### src/rtl/ee354_detour_debouncer.sv
// Push-button conditioner: two-flop synchronizer plus counter-driven Moore debouncer
// producing DPB (level), SCEN (one pulse per press) and MCEN (press + hold repeats; `DEBOUNCER_MCEN_EN).
module ee354_detour_debouncer #(
    parameter int N_DC = 20
) (
    input  logic       Clk,
    input  logic       reset_n,
    input  logic       PB,
    output logic       DPB,
    output logic       SCEN,
    output logic       MCEN,
    output logic [2:0] q_state
);

    typedef enum logic [2:0] {
        INI     = 3'b000,
        W84     = 3'b001,
        SCEN_ST = 3'b010,
        WS      = 3'b011,
        MCEN_ST = 3'b100,
        WFCR    = 3'b101
    } state_t;

    state_t            state;
    logic [N_DC-1:0]   cnt;
    logic [2:0]        flags;   // {DPB, SCEN, MCEN}, registered alongside the state
    logic              sync1;
    logic              pb_s;
    logic              cnt_full;

    assign cnt_full = (cnt == '1);
    assign {DPB, SCEN, MCEN} = flags;
    assign q_state = state;

    function automatic logic [2:0] dec(input state_t s);
        case (s)
            SCEN_ST: dec = 3'b111;
            WS:      dec = 3'b100;
            WFCR:    dec = 3'b100;
`ifdef DEBOUNCER_MCEN_EN
            MCEN_ST: dec = 3'b101;
`endif
            default: dec = 3'b000;
        endcase
    endfunction

    always_ff @(posedge Clk or negedge reset_n) begin
        if (!reset_n) begin
            sync1 <= 1'b0;
            pb_s  <= 1'b0;
        end else begin
            sync1 <= PB;
            pb_s  <= sync1;
        end
    end

    // Outputs are loaded with the decode of the state being entered, so they
    // change on the same edge as the state register and never follow PB directly.
    always_ff @(posedge Clk or negedge reset_n) begin
        if (!reset_n) begin
            state <= INI;
            cnt   <= '0;
            flags <= 3'b000;
        end else begin
            case (state)
                INI: begin
                    cnt <= '0;
                    if (pb_s) begin
                        state <= W84;
                        flags <= dec(W84);
                    end
                end
                W84: begin
                    if (!pb_s) begin
                        state <= INI;
                        cnt   <= '0;
                        flags <= dec(INI);
                    end else if (cnt_full) begin
                        state <= SCEN_ST;
                        cnt   <= '0;
                        flags <= dec(SCEN_ST);
                    end else begin
                        cnt <= cnt + 1'b1;
                    end
                end
                SCEN_ST: begin
                    state <= WS;
                    cnt   <= '0;
                    flags <= dec(WS);
                end
                WS: begin
                    if (!pb_s) begin
                        state <= WFCR;
                        cnt   <= '0;
                        flags <= dec(WFCR);
                    end else if (cnt_full) begin
`ifdef DEBOUNCER_MCEN_EN
                        state <= MCEN_ST;
                        cnt   <= '0;
                        flags <= dec(MCEN_ST);
`else
                        cnt   <= cnt;   // saturate: no repeat pulses without the macro
`endif
                    end else begin
                        cnt <= cnt + 1'b1;
                    end
                end
`ifdef DEBOUNCER_MCEN_EN
                MCEN_ST: begin
                    state <= WS;
                    cnt   <= '0;
                    flags <= dec(WS);
                end
`endif
                WFCR: begin
                    if (pb_s) begin
                        state <= WS;
                        cnt   <= '0;
                        flags <= dec(WS);
                    end else if (cnt_full) begin
                        state <= INI;
                        cnt   <= '0;
                        flags <= dec(INI);
                    end else begin
                        cnt <= cnt + 1'b1;
                    end
                end
                default: begin
                    state <= INI;
                    cnt   <= '0;
                    flags <= dec(INI);
                end
            endcase
        end
    end

endmodule
### config.mk
export PLATFORM = sky130hd
export DESIGN_NAME = ee354_detour_debouncer
export DESIGN_NICKNAME = d
export VERILOG_FILES = /design/src/rtl/ee354_detour_debouncer.sv
export SDC_FILE = /design/constraint.sdc
export NUM_CORES = 1
export LEC_CHECK = 0
export ABC_CLOCK_PERIOD_IN_PS = 3400
export CAP_MARGIN = 20
export CORE_UTILIZATION = 55
export CTS_CLUSTER_SIZE = 14
export DETAILED_ROUTE_END_ITERATION = 8
export GPL_ROUTABILITY_DRIVEN = 0
export PLACE_DENSITY_LB_ADDON = 0.2
export SLEW_MARGIN = 10
export SYNTH_ARGS = -nofsm -noshare
export SYNTH_HDL_FRONTEND = slang
export SYNTH_SLANG_ARGS = --single-unit
### constraint.sdc
create_clock -name Clk -period 3.4 [get_ports Clk]
set_input_delay 0.68 -clock Clk [delete_from_list [all_inputs] [get_ports Clk]]
set_output_delay 0.68 -clock Clk [all_outputs]
set_load 0.01 [all_outputs]
==> qor.yml <==
grt:
  grt_pass1_vias: 1149
  grt.total_usage_pct: 24.2
  overflow: 0
  grt_pass1_wl_microns: 5130
  antenna_found_initial: 0
  grt_max_degree: 28
floorplanning:
  start_util_pct: 60.2
  fp.dieH_microns: 54.8
  core_sq_mm: 0.00254
  die_area_sq_mm: 0.00300
  die_w_microns: 54.8
  ios: 9
  fp-row-count: 18
synthesis:
  ys_seq_elements: 27
  seq_area_frac_synth_pct: 44.1
  synth_compound_area_share_pct: 15.6
  synth_fa_ha_area_share_pct: 0.817
  syn_area_per_cell_sq_um: 9.34
  synth-xor-area-share_pct: 8.01
  synth_simple_gate_area_share_pct: 27.0
  synthCells: 164
  synth_mux_area_share_pct: 0.735
  synth_top_family_by_area: "simple AND/OR/NAND/NOR gates"
  synth_nets: 168
  yosys_warnings: 0
  synth_area_sq_mm: 0.00153
  ys_types: 42
power_and_ir_drop:
  pwr-share-seq_pct: 66.8
  vdd_ir_drop_max_mv: 0.295
  clkPwrFrac_pct: 28.3
  p_sw_share_pct: 23.5
  powerDensity_mw_per_mm2: 296
  p_int_uw: 377
  p_leak_nw: 0.654
  comb_power_share_pct: 4.9
  p_switching_uw: 116
clocking:
  htree_levels: 1
  worst_skew_pair.late_latency_ns: 0.32
  clk_pin_slew_worst_paths_ns: 0.15
  cts.sinks: 27
  ctsResizeCount: 0
  cts_setup_buffers: 0
  cts_made_buffers: 3
  cts_tree: "done"
  clock_path_buffers: 2
  holdBufCountCts: 0
  cts_root_buffer: "clkbuf_4"
cells_and_area:
  nets: 176
  most-common-layout-cells: "27 x dfrtp_1, 22 x nor2_1, 11 x nand3_1"
  antennaDiodeCount: 0
  register_area_sq_um: 676
  n_fill_cell: 207
  layout_commonest_cell: "dfrtp_1"
  stdcell_count: 201
  syn2layout_area_growth_pct: 8.66
  multiInputGateArea_sq_um: 798
  drive_gt1_share_pct: 9.94
sta:
  timing.final.max_slew_violations: 0
  tns_ns: 0
  min_period_over_period_pct: 64.9
  relSlewSlack_pct: 61.2
  hold_viol: 0
  rsz0062_at_grt: "false"
  period_minus_slack_ns: 2.21
  max_freq_mhz: 453
  skew_ns: 0.00333
  tightest_slew_ns: 0.568
  setup_viol: 0
drt:
  wl_per_cell_microns: 16.1
  drtIter0Drc: 53
  first_pass_iters: 5
  drt-vias-per-instance: 6.33
  ant_nets: 0
  vias: 1272
  drc: 0
  finalWirelength_microns: 3240
worst_setup_path:
  start_kind: "flop"
  cp_max_fo: 12
  path_cells: "clkdlybuf4s50_1"
  worstPathRequired_ns: 2.72
  max_stage_delay_ns: 0.61
  crit_slowest_cell: "clkdlybuf4s50_1"
  critPathTopFamily: "buffers and inverters"
  cp-end-kind: "primary output"
  cp_data_arrival_time_ns: 1.53
  cp_num_buf_inv: 1
  path_class: "reg -> out"
placed_design:
  place_inst: 197
  dp_hpwl_microns: 2340
  numPortBuffers: 8
hold_path:
  hp-class: "reg -> reg"
outcome:
  status: "finished clean"
run:
  maxCapViolations: 0
[stage by stage]
stage	cell area, sq um	setup slack (ns)	hold WS, ns	power (mW)	util (%)
detailed placement	1640	1.36	0.345	0.359	64.3
finish	1660	1.19	0.374	0.492	65.4
global route	1660	1.12	0.383	0.507	65.4
global placement	1640	1.44	0.341	0.358	64.3
floorplan	1530	1.53	0.331	0.345	-
CTS	1660	1.19	0.377	0.495	65.4
[flip-flops by register name, indices dropped and copies added, names as in the netlist]
name / flops
q_state: 3
pb_s: 1
sync1: 1
flags: 2
cnt: 20
[final cells by class]
class | count | area share [%]
multi-input cells | 124 | 48.0
flip-flops and latches | 27 | 40.6
repair buffers | 12 | 6.62
well taps | 30 | 2.26
clock buffers | 3 | 1.35
inverters | 4 | 0.902
clock inverters | 1 | 0.301
[path summary, 6_finish.rpt]
kind	start	end	slack, ns	cells after the start
setup / recovery	q_state[2]	q_state[2]	1.19	1
hold / removal	sync1	pb_s	0.37	0
setup reg to reg	cnt[0]	flags[1]	1.32	6
hold reg to reg	sync1	pb_s	0.37	0
max in group asynchronous	reset_n	cnt[18]	2.44	2
min in group asynchronous	reset_n	cnt[12]	0.71	2
[cells in the mapped netlist (all sizes together)]
library cell / count / share of area (%)
o21ai: 11 / 3.6
and4: 2 / 1.1
and2: 1 / 0.41
a2111oi: 2 / 1.1
dfrtp: 27 / 44
nand3: 11 / 3.6
a211oi: 3 / 1.5
nor4: 3 / 1.2
inv: 4 / 0.98
buf: 5 / 1.8
o2111ai: 2 / 1.1
o31a: 1 / 0.57
a21oi: 10 / 3.3
o211ai: 1 / 0.82
or4: 1 / 0.74
xor2: 6 / 3.4
xnor2: 8 / 4.6
nand2: 10 / 2.5
o31ai: 2 / 1.3
ha: 1 / 0.82
nand4b: 2 / 1.1
nor3b: 1 / 0.49
a31oi: 1 / 0.41
nor2: 22 / 5.4
nand4: 6 / 3.8
nor2b: 1 / 0.41
clkbuf: 4 / 0.98
nor3: 4 / 2.4
nand3b: 1 / 0.49
nand2b: 2 / 0.82
or3: 3 / 1.2
and3: 3 / 1.2
mux2: 1 / 0.74
o311ai: 1 / 0.57
o2bb2a: 1 / 1.3
[cells by family (layout without fill, tap and decap cells)]
| group | Yosys count | in the layout |
|---|---|---|
| simple gates | 73 | 73 |
| compound gates | 35 | 35 |
| flops | 27 | 27 |
| xor+xnor | 14 | 14 |
| buf+inv | 13 | 20 |
| fa+ha+maj | 1 | 1 |
| mux | 1 | 1 |
[power groups by stage]
stage	sequential, mW	combinational [mW]	clock, mW
after floorplan	0.333	0.0122	0
after global placement	0.334	0.0236	0
after detailed placement	0.335	0.0243	0
after CTS	0.329	0.0244	0.142
after global routing	0.330	0.0273	0.150
final	0.329	0.0240	0.139
[per-layer routing]
metal | vias to the layer above | part of all wire [%] | GRT usage [%]
met3 | 4 | 4.3 | 3.61
met5 | - | 0 | 0
li1 | 610 | - | -
met4 | 0 | 0.96 | 7.69
met2 | 36 | 47 | 39.2
met1 | 622 | 47 | 32.8
Power figures use the tool's default switching activity.
